**src/rtl/hash_table_pkg.sv**
```systemverilog
// Shared hash-table definitions: default widths, head-table RAM word and FSM state.
package hash_table_pkg;

  localparam int BUCKET_WIDTH_DEF   = 8;
  localparam int HEAD_PTR_WIDTH_DEF = 10;

  typedef struct packed {
    logic                          ptr_val;
    logic [HEAD_PTR_WIDTH_DEF-1:0] ptr;
  } head_ram_data_t;

  typedef enum logic {
    INIT  = 1'b0,
    READY = 1'b1
  } head_table_state_t;

endpackage

```
**src/rtl/head_table_if.sv**
```systemverilog
// Write/read port bundle of the head table (writes from the update stage, reads from the engines).
interface head_table_if #(
  parameter int BUCKET_WIDTH   = 8,
  parameter int HEAD_PTR_WIDTH = 10
);

  // No valid/ready handshake: a strobe is taken in any cycle where ready_o=1;
  // a read strobe in cycle N is answered with rd_data_val_o=1 in cycle N+1.
  logic [BUCKET_WIDTH-1:0]   wr_addr_i;
  logic [HEAD_PTR_WIDTH-1:0] wr_data_ptr_i;
  logic                      wr_data_ptr_val_i;
  logic                      wr_en_i;
  logic [BUCKET_WIDTH-1:0]   rd_addr_i;
  logic                      rd_en_i;
  logic [HEAD_PTR_WIDTH-1:0] rd_data_ptr_o;
  logic                      rd_data_ptr_val_o;
  logic                      rd_data_val_o;
  logic                      ready_o;

  modport master (
    output wr_addr_i, wr_data_ptr_i, wr_data_ptr_val_i, wr_en_i, rd_addr_i, rd_en_i,
    input  rd_data_ptr_o, rd_data_ptr_val_o, rd_data_val_o, ready_o
  );

  modport slave (
    input  wr_addr_i, wr_data_ptr_i, wr_data_ptr_val_i, wr_en_i, rd_addr_i, rd_en_i,
    output rd_data_ptr_o, rd_data_ptr_val_o, rd_data_val_o, ready_o
  );

endinterface

```
**src/rtl/head_ram.sv**
```systemverilog
// Simple dual-port RAM: one write port, one registered read port (read-before-write).
module head_ram #(
  parameter int ADDR_WIDTH = 8,
  parameter int DATA_WIDTH = 11
) (
  input  logic                  i_clk,
  input  logic                  i_rst,
  input  logic                  i_we,
  input  logic [ADDR_WIDTH-1:0] i_waddr,
  input  logic [DATA_WIDTH-1:0] i_wdata,
  input  logic                  i_re,
  input  logic [ADDR_WIDTH-1:0] i_raddr,
  output logic [DATA_WIDTH-1:0] o_rdata
);

  logic [DATA_WIDTH-1:0] r_mem [2**ADDR_WIDTH];
  logic [DATA_WIDTH-1:0] r_rdata;

  always_ff @(posedge i_clk) begin
    if (i_we) begin
      r_mem[i_waddr] <= i_wdata;
    end
  end

  // Output register clears on reset and holds between reads.
  always_ff @(posedge i_clk) begin
    if (i_rst) begin
      r_rdata <= '0;
    end else if (i_re) begin
      r_rdata <= r_mem[i_raddr];
    end
  end

  assign o_rdata = r_rdata;

endmodule

```
**src/rtl/head_table.sv**
```systemverilog
// Bucket-indexed head-pointer table with post-reset clearing sweep.
// HEAD_TABLE_WR_BYPASS_EN: same-cycle write+read of one bucket returns the new data.
module head_table
  import hash_table_pkg::*;
#(
  parameter int BUCKET_WIDTH   = BUCKET_WIDTH_DEF,
  parameter int HEAD_PTR_WIDTH = HEAD_PTR_WIDTH_DEF
) (
  input  logic              clk_i,
  input  logic              rst_i,
  head_table_if.slave       bus,
  output head_table_state_t state_o
);

  localparam int DW = HEAD_PTR_WIDTH + 1;
  localparam logic [BUCKET_WIDTH:0] LAST_ADDR = {1'b0, {BUCKET_WIDTH{1'b1}}};

  head_table_state_t       r_state;
  logic [BUCKET_WIDTH:0]   r_cnt;
  logic                    r_ready;
  logic                    r_rd_val;

  logic                    w_wr_acc;
  logic                    w_rd_acc;
  logic                    w_we;
  logic [BUCKET_WIDTH-1:0] w_waddr;
  logic [DW-1:0]           w_wdata;
  logic [DW-1:0]           w_ram_q;
  logic [DW-1:0]           w_rdata;

  assign w_wr_acc = r_ready & bus.wr_en_i;
  assign w_rd_acc = r_ready & bus.rd_en_i;

  // Sweep owns the write port until the table is cleared.
  always_comb begin
    w_we    = w_wr_acc;
    w_waddr = bus.wr_addr_i;
    w_wdata = {bus.wr_data_ptr_val_i, bus.wr_data_ptr_i};
    if (r_state == INIT) begin
      w_we    = 1'b1;
      w_waddr = r_cnt[BUCKET_WIDTH-1:0];
      w_wdata = '0;
    end
  end

  always_ff @(posedge clk_i) begin
    if (rst_i) begin
      r_state <= INIT;
      r_cnt   <= '0;
      r_ready <= 1'b0;
    end else begin
      case (r_state)
        INIT: begin
          if (r_cnt == LAST_ADDR || r_cnt[BUCKET_WIDTH]) begin
            r_state <= READY;
            r_ready <= 1'b1;
          end else begin
            r_cnt <= r_cnt + 1'b1;
          end
        end
        READY: begin
          r_ready <= 1'b1;
        end
        default: begin
          r_state <= INIT;
          r_cnt   <= '0;
          r_ready <= 1'b0;
        end
      endcase
    end
  end

  always_ff @(posedge clk_i) begin
    if (rst_i) begin
      r_rd_val <= 1'b0;
    end else begin
      r_rd_val <= w_rd_acc;
    end
  end

  head_ram #(
    .ADDR_WIDTH (BUCKET_WIDTH),
    .DATA_WIDTH (DW)
  ) u_ram (
    .i_clk   (clk_i),
    .i_rst   (rst_i),
    .i_we    (w_we),
    .i_waddr (w_waddr),
    .i_wdata (w_wdata),
    .i_re    (w_rd_acc),
    .i_raddr (bus.rd_addr_i),
    .o_rdata (w_ram_q)
  );

`ifdef HEAD_TABLE_WR_BYPASS_EN
  logic          r_byp;
  logic [DW-1:0] r_byp_data;

  // Bypass select and data only change on an accepted read, so output holds like the RAM register.
  always_ff @(posedge clk_i) begin
    if (rst_i) begin
      r_byp      <= 1'b0;
      r_byp_data <= '0;
    end else if (w_rd_acc) begin
      r_byp      <= w_wr_acc && (bus.wr_addr_i == bus.rd_addr_i);
      r_byp_data <= {bus.wr_data_ptr_val_i, bus.wr_data_ptr_i};
    end
  end

  assign w_rdata = r_byp ? r_byp_data : w_ram_q;
`else
  assign w_rdata = w_ram_q;
`endif

  assign bus.rd_data_ptr_val_o = w_rdata[DW-1];
  assign bus.rd_data_ptr_o     = w_rdata[HEAD_PTR_WIDTH-1:0];
  assign bus.rd_data_val_o     = r_rd_val;
  assign bus.ready_o           = r_ready;
  assign state_o               = r_state;

endmodule

```
**src/flat_wrapper.sv**
```systemverilog
// flat-port wrapper written by rule: the top's interface ports become plain ports
module head_table_flat import hash_table_pkg::*;
#(
  parameter int BUCKET_WIDTH   = BUCKET_WIDTH_DEF,
  parameter int HEAD_PTR_WIDTH = HEAD_PTR_WIDTH_DEF
)
  (clk_i, rst_i, state_o, bus_wr_addr_i, bus_wr_data_ptr_i, bus_wr_data_ptr_val_i, bus_wr_en_i, bus_rd_addr_i, bus_rd_en_i, bus_rd_data_ptr_o, bus_rd_data_ptr_val_o, bus_rd_data_val_o, bus_ready_o);
  head_table_if #(.BUCKET_WIDTH(BUCKET_WIDTH), .HEAD_PTR_WIDTH(HEAD_PTR_WIDTH)) bus_i ();
  input  logic clk_i;
  input  logic rst_i;
  output head_table_state_t state_o;
  input wire logic [$bits(bus_i.wr_addr_i)-1:0] bus_wr_addr_i;
  input wire logic [$bits(bus_i.wr_data_ptr_i)-1:0] bus_wr_data_ptr_i;
  input wire logic [$bits(bus_i.wr_data_ptr_val_i)-1:0] bus_wr_data_ptr_val_i;
  input wire logic [$bits(bus_i.wr_en_i)-1:0] bus_wr_en_i;
  input wire logic [$bits(bus_i.rd_addr_i)-1:0] bus_rd_addr_i;
  input wire logic [$bits(bus_i.rd_en_i)-1:0] bus_rd_en_i;
  output wire logic [$bits(bus_i.rd_data_ptr_o)-1:0] bus_rd_data_ptr_o;
  output wire logic [$bits(bus_i.rd_data_ptr_val_o)-1:0] bus_rd_data_ptr_val_o;
  output wire logic [$bits(bus_i.rd_data_val_o)-1:0] bus_rd_data_val_o;
  output wire logic [$bits(bus_i.ready_o)-1:0] bus_ready_o;
  assign bus_i.wr_addr_i = bus_wr_addr_i;
  assign bus_i.wr_data_ptr_i = bus_wr_data_ptr_i;
  assign bus_i.wr_data_ptr_val_i = bus_wr_data_ptr_val_i;
  assign bus_i.wr_en_i = bus_wr_en_i;
  assign bus_i.rd_addr_i = bus_rd_addr_i;
  assign bus_i.rd_en_i = bus_rd_en_i;
  assign bus_rd_data_ptr_o = bus_i.rd_data_ptr_o;
  assign bus_rd_data_ptr_val_o = bus_i.rd_data_ptr_val_o;
  assign bus_rd_data_val_o = bus_i.rd_data_val_o;
  assign bus_ready_o = bus_i.ready_o;
  head_table #(.BUCKET_WIDTH(BUCKET_WIDTH), .HEAD_PTR_WIDTH(HEAD_PTR_WIDTH)) u_core (.clk_i(clk_i), .rst_i(rst_i), .bus(bus_i), .state_o(state_o));
endmodule
```
**config.mk**
```make
export PLATFORM = sky130hd
export DESIGN_NAME = head_table_flat
export DESIGN_NICKNAME = d
export VERILOG_FILES = /design/src/rtl/hash_table_pkg.sv /design/src/rtl/head_table_if.sv /design/src/rtl/head_ram.sv /design/src/rtl/head_table.sv /design/src/flat_wrapper.sv
export SDC_FILE = /design/constraint.sdc
export NUM_CORES = 2
export LEC_CHECK = 0
export BUFFER_PORTS_ARGS = -buffer_cell sky130_fd_sc_hd__buf_4
export CELL_PAD_IN_SITES_DETAIL_PLACEMENT = 0
export CELL_PAD_IN_SITES_GLOBAL_PLACEMENT = 2
export CORE_MARGIN = 1
export CORE_UTILIZATION = 54
export DETAILED_ROUTE_END_ITERATION = 10
export PLACE_DENSITY_LB_ADDON = 0.1
export SLEW_MARGIN = 20
export SYNTH_ARGS = -nofsm -noshare
export SYNTH_HDL_FRONTEND = slang
export SYNTH_SLANG_ARGS = --single-unit
```
**constraint.sdc**
```tcl
create_clock -name clk_i -period 14.2 [get_ports clk_i]
set_input_delay 2.84 -clock clk_i [delete_from_list [all_inputs] [get_ports clk_i]]
set_output_delay 2.84 -clock clk_i [all_outputs]
set_load 0.03 [all_outputs]
```
==> results by stage <==
Logic synthesis:
- The netlist area before placement is 111000 um^2.
- Counting flops and latches in the post-synthesis netlist gives 2839.
- The synthesis warning total is 0.
- The dominant synthesized flop cell is sky130_fd_sc_hd__edfxtp_1.
- The net count after synthesis is 5408.
- The synthesized netlist contains 71 unique library cells.
- In the synthesized netlist, the number of instances is 5375.
- Summing the sequential cell areas from Yosys gives 76.8% of the chip area.
- The post-synthesis async set-or-reset flop share is 0%.
- The mean instance size in the synthesized netlist is 20.6 um^2.
- Counting flops with a built-in enable in the synthesized netlist gives between 2000 and 3000.

Cells and area:
- The layout has roughly 14000 filler cells.
- The total area of multi-input combinational cells is about 24000 um^2.
- In the final design database the tool counted 5737 nets.
- The post-synthesis to final-layout area growth is 12.0%.
- The area taken by flip-flops and latches is 85000 um^2.
- The fraction of layout instances using a drive strength above 1 is 22.2%.

Placed design:
- The placer's final routability congestion estimate is 0.859.
- The worst setup slack after placement is 6150 ps.
- The wire-length estimate of the detail-placed layout is approximately 190000 um.
- In this run the tool buffered the top-level ports with between 40 and 50 buffer cells.

Drt:
- The first detailed-routing pass ran for 8 iterations.
- The count of nets left with antenna violations after detail routing is 0.
- The number of remaining DRC errors is 0.
- Dividing the detail-routed wire length by the instance count gives 36.1 um.
- The routed layout has 56600 vias.
- The overall routed net length is 310000 um.
- The DRC violation total after the first TritonRoute iteration is 7600.
- In the routed layout, each cell is associated on average with a via count of 6.59.

Global route:
- The number of global-route vias before repair is 55300.
- The number of antenna violations at the first check in global routing is 15.
- The maximum number of pins on one net before global-route repair is 203.
- Global routing used 30.2% of the available tracks.
- The leftover overflow at the end of global routing is 0.
- The first-pass GRT wire length is 431000 um.

Setup path:
- STA puts the critical path data required time at roughly 15000 ps.
- The critical path start-end classification is primary input to flip-flop.
- The worst register-to-register path has a depth of 4.
- The startpoint type of the worst setup path is a primary input.
- The setup slack of the most critical reg-to-reg path is just under 10000 ps.
- The worst register-to-register path begins at u_core.state_o.
- The maximum fanout encountered on the critical timing path is 95.
- Tracing the worst setup path back leads to its startpoint at bus_rd_addr_i[1].
- The worst flop-to-flop path endpoint is u_core.u_ram.r_mem[41][7].
- The data arrival time at the worst-slack endpoint is 8040 ps.
- STA classifies the critical path endpoint as a flip-flop.
- The critical path endpoint is u_core.u_ram.o_rdata[5].

Die:
- From left edge to right edge, the die measures 455 um.
- The die is 455 um tall.
- The number of I/O pins is 45.
- The standard cell core area is a little over 200000 um^2.
- After floorplanning, the core was divided into ~170 placement rows.
- The die area is 207000 um^2.
- The starting density of the core is 54.5%.

Clock network:
- The number of buffers on the longest clock path is 4.
- The clock latency reported for the late side of the worst-skew pair is 940 ps.
- Clock tree synthesis found a total of 2839 sinks.
- The register clock-pin slew on the reported worst setup and hold paths is 60 ps.
- The number of clock buffers inserted by TritonCTS is between 300 and 400.
- The H-tree was split into 5 levels.
- Once the clock tree was built, the resizer swapped 0 gates to a different size.
- In this run, post-CTS hold repair placed 0 buffers.
- Once the clock tree was built, the setup fixing pass inserted 0 buffers.
- The cell at the root of the clock tree is sky130_fd_sc_hd__clkbuf_16.
- TritonCTS built the clock tree.

Min path:
- In this run the worst hold path is classified as flip-flop to flip-flop.

Timing:
- Dividing the final minimum period by the clock period gives about half.
- Setup violations remaining at the end of the flow were counted as 0.
- Counting I/O delays and the setup requirement, the final critical path takes 7170 ps.
- The least setup slack across all paths after layout is 7030 ps.
- The max-slew headroom at the worst pin is about 15%.
- Setup repair after global routing left no endpoint under its margin.
- The final-report max-slew violation count was 0.
- The transition at the pin with the smallest max-transition slack is 1280 ps.
- The sum of negative setup slack is 0 ps.
- Timing would allow up to about 140 MHz.
- The setup skew after layout is between 40 and 50 ps.
- The number of endpoints with negative hold slack in the final report is 0.

Flow run:
- The number of maximum-capacitance violations is 0.

Pwr:
- IR analysis of the VDD net gives a maximum drop of 145 uV.
- The cell leakage power is 0.0396 uW.
- The total power density per cell area is 139 nW/um^2.

Outcome:
- The flow ran to the end, and the final reports show no timing, DRC or antenna violations.
==> area by class of cell <==
cell class / instances / share of cell area [%]
Sequential cell: 2839 / 68.6
Multi-Input combinational cell: 2200 / 19.0
Clock buffer: 399 / 6.68
Tap cell: 2672 / 2.70
Timing Repair Buffer: 339 / 2.20
Clock inverter: 121 / 0.735
Inverter: 18 / 0.0585
Antenna cell: 8 / 0.0162
==> critical path, stage by stage <==
cell and delay (ps):
sky130_fd_sc_hd__buf_8 430, sky130_fd_sc_hd__buf_4 540, sky130_fd_sc_hd__buf_12 490, sky130_fd_sc_hd__buf_12 490, sky130_fd_sc_hd__nand3b_1 280, sky130_fd_sc_hd__buf_4 370
sky130_fd_sc_hd__o22ai_1 230, sky130_fd_sc_hd__nor3_1 90, sky130_fd_sc_hd__o21ai_0 270, sky130_fd_sc_hd__nand4_1 370, sky130_fd_sc_hd__nor4_1 1000, sky130_fd_sc_hd__a221o_1 210
==> registers in the layout (all words and copies together) (netlist names) <==
name,count
u_core.u_ram.o_rdata,11
u_core.bus.ready_o,1
u_core.u_ram.r_mem,2816
u_core.r_cnt,9
u_core.state_o,1
u_core.bus.rd_data_val_o,1
==> through the flow <==
stage / power (uW) / instances / hold WS (ps) / util, % / area, um^2
2_1_floorplan: 9700 / 5375 / 542 / - / 111000
3_3_place_gp: 9920 / 8064 / 567 / 56.4 / 115000
3_5_place_dp: 9920 / 8066 / 592 / 56.5 / 115000
4_1_cts: 17300 / 8586 / 602 / 61.0 / 124000
5_1_grt: 17600 / 8591 / 640 / 61.1 / 124000
6_report: 17200 / 8596 / 600 / 61.1 / 124000
==> per-layer routing <==
layer  vias up  GRT usage (%)  wire length (um)
li1      23100              -                 -
met1     30300           44.8            129000
met2      2754           45.3            142000
met3       420           7.15             30300
met4         4           8.44              8450
met5         -              0                40
==> layout by cell type, fill, tap and decap left out, types with 9 or more instances in the layout <==
cell,instances
sky130_fd_sc_hd__a211oi_1,45
sky130_fd_sc_hd__a21oi_1,90
sky130_fd_sc_hd__a22oi_1,97
sky130_fd_sc_hd__and2_4,12
sky130_fd_sc_hd__buf_12,11
sky130_fd_sc_hd__buf_4,323
sky130_fd_sc_hd__bufinv_16,15
sky130_fd_sc_hd__clkbuf_1,74
sky130_fd_sc_hd__clkbuf_16,313
sky130_fd_sc_hd__clkbuf_8,12
sky130_fd_sc_hd__clkinv_1,67
sky130_fd_sc_hd__clkinv_2,35
sky130_fd_sc_hd__dfxtp_1,23
sky130_fd_sc_hd__edfxtp_1,2816
sky130_fd_sc_hd__inv_1,15
sky130_fd_sc_hd__mux2i_1,452
sky130_fd_sc_hd__mux4_1,58
sky130_fd_sc_hd__mux4_2,443
sky130_fd_sc_hd__nand2_1,142
sky130_fd_sc_hd__nand3_1,36
sky130_fd_sc_hd__nand3_2,10
sky130_fd_sc_hd__nand4_1,9
sky130_fd_sc_hd__nor2_1,214
sky130_fd_sc_hd__nor2_2,75
sky130_fd_sc_hd__nor3_1,48
sky130_fd_sc_hd__nor4_1,15
sky130_fd_sc_hd__o21ai_0,58
sky130_fd_sc_hd__o221ai_1,79
sky130_fd_sc_hd__o22ai_1,156
sky130_fd_sc_hd__o32ai_1,9
==> worst min-delay path by stage <==
stage	start	endpoint	depth (start not counted)
after floorplan	u_core.r_cnt[1]	u_core.r_cnt[1]	2
after global placement	u_core.r_cnt[8]	u_core.r_cnt[8]	4
after detailed placement	u_core.r_cnt[8]	u_core.r_cnt[8]	4
after CTS	u_core.r_cnt[3]	u_core.r_cnt[3]	2
after global routing	u_core.r_cnt[3]	u_core.r_cnt[3]	2
final	u_core.r_cnt[8]	u_core.r_cnt[8]	4
==> synthesized netlist by cell type, types with 17 or more instances <==
master | n | area share (%)
sky130_fd_sc_hd__a211oi_1 | 49 | 0.33
sky130_fd_sc_hd__a21oi_1 | 91 | 0.41
sky130_fd_sc_hd__a22oi_1 | 97 | 0.66
sky130_fd_sc_hd__buf_2 | 84 | 0.38
sky130_fd_sc_hd__buf_6 | 55 | 0.56
sky130_fd_sc_hd__buf_8 | 30 | 0.41
sky130_fd_sc_hd__clkbuf_1 | 93 | 0.32
sky130_fd_sc_hd__dfxtp_1 | 23 | 0.42
sky130_fd_sc_hd__edfxtp_1 | 2816 | 76
sky130_fd_sc_hd__mux2i_1 | 452 | 4.1
sky130_fd_sc_hd__mux4_1 | 58 | 1.4
sky130_fd_sc_hd__mux4_2 | 443 | 9.0
sky130_fd_sc_hd__nand2_1 | 146 | 0.50
sky130_fd_sc_hd__nand3_1 | 46 | 0.21
sky130_fd_sc_hd__nor2_1 | 289 | 0.98
sky130_fd_sc_hd__nor3_1 | 50 | 0.23
sky130_fd_sc_hd__o21ai_0 | 58 | 0.26
sky130_fd_sc_hd__o221ai_1 | 79 | 0.63
sky130_fd_sc_hd__o22ai_1 | 156 | 0.88
sky130_fd_sc_hd__o32ai_1 | 17 | 0.13
==> cell families (layout without fill, tap and decap cells) <==
kind of cell / Yosys count / count (layout) / synth area share, %
fa+ha+maj: 2 / 2 / 0.0226
other cells: 0 / 8 / 0
xor+xnor: 7 / 7 / 0.0554
compound gates: 621 / 621 / 3.91
buf+inv: 336 / 877 / 2.25
flops: 2839 / 2839 / 76.8
mux: 959 / 959 / 14.5
simple gates: 611 / 611 / 2.39
==> where the power goes <==
group	total, uW	internal, uW	switching [uW]	leakage, uW
clock	7470	4350	3120	0.00450
combinational	665	241	424	0.00977
sequential	9080	9080	3.93	0.0253
Power figures use the tool's default switching activity.
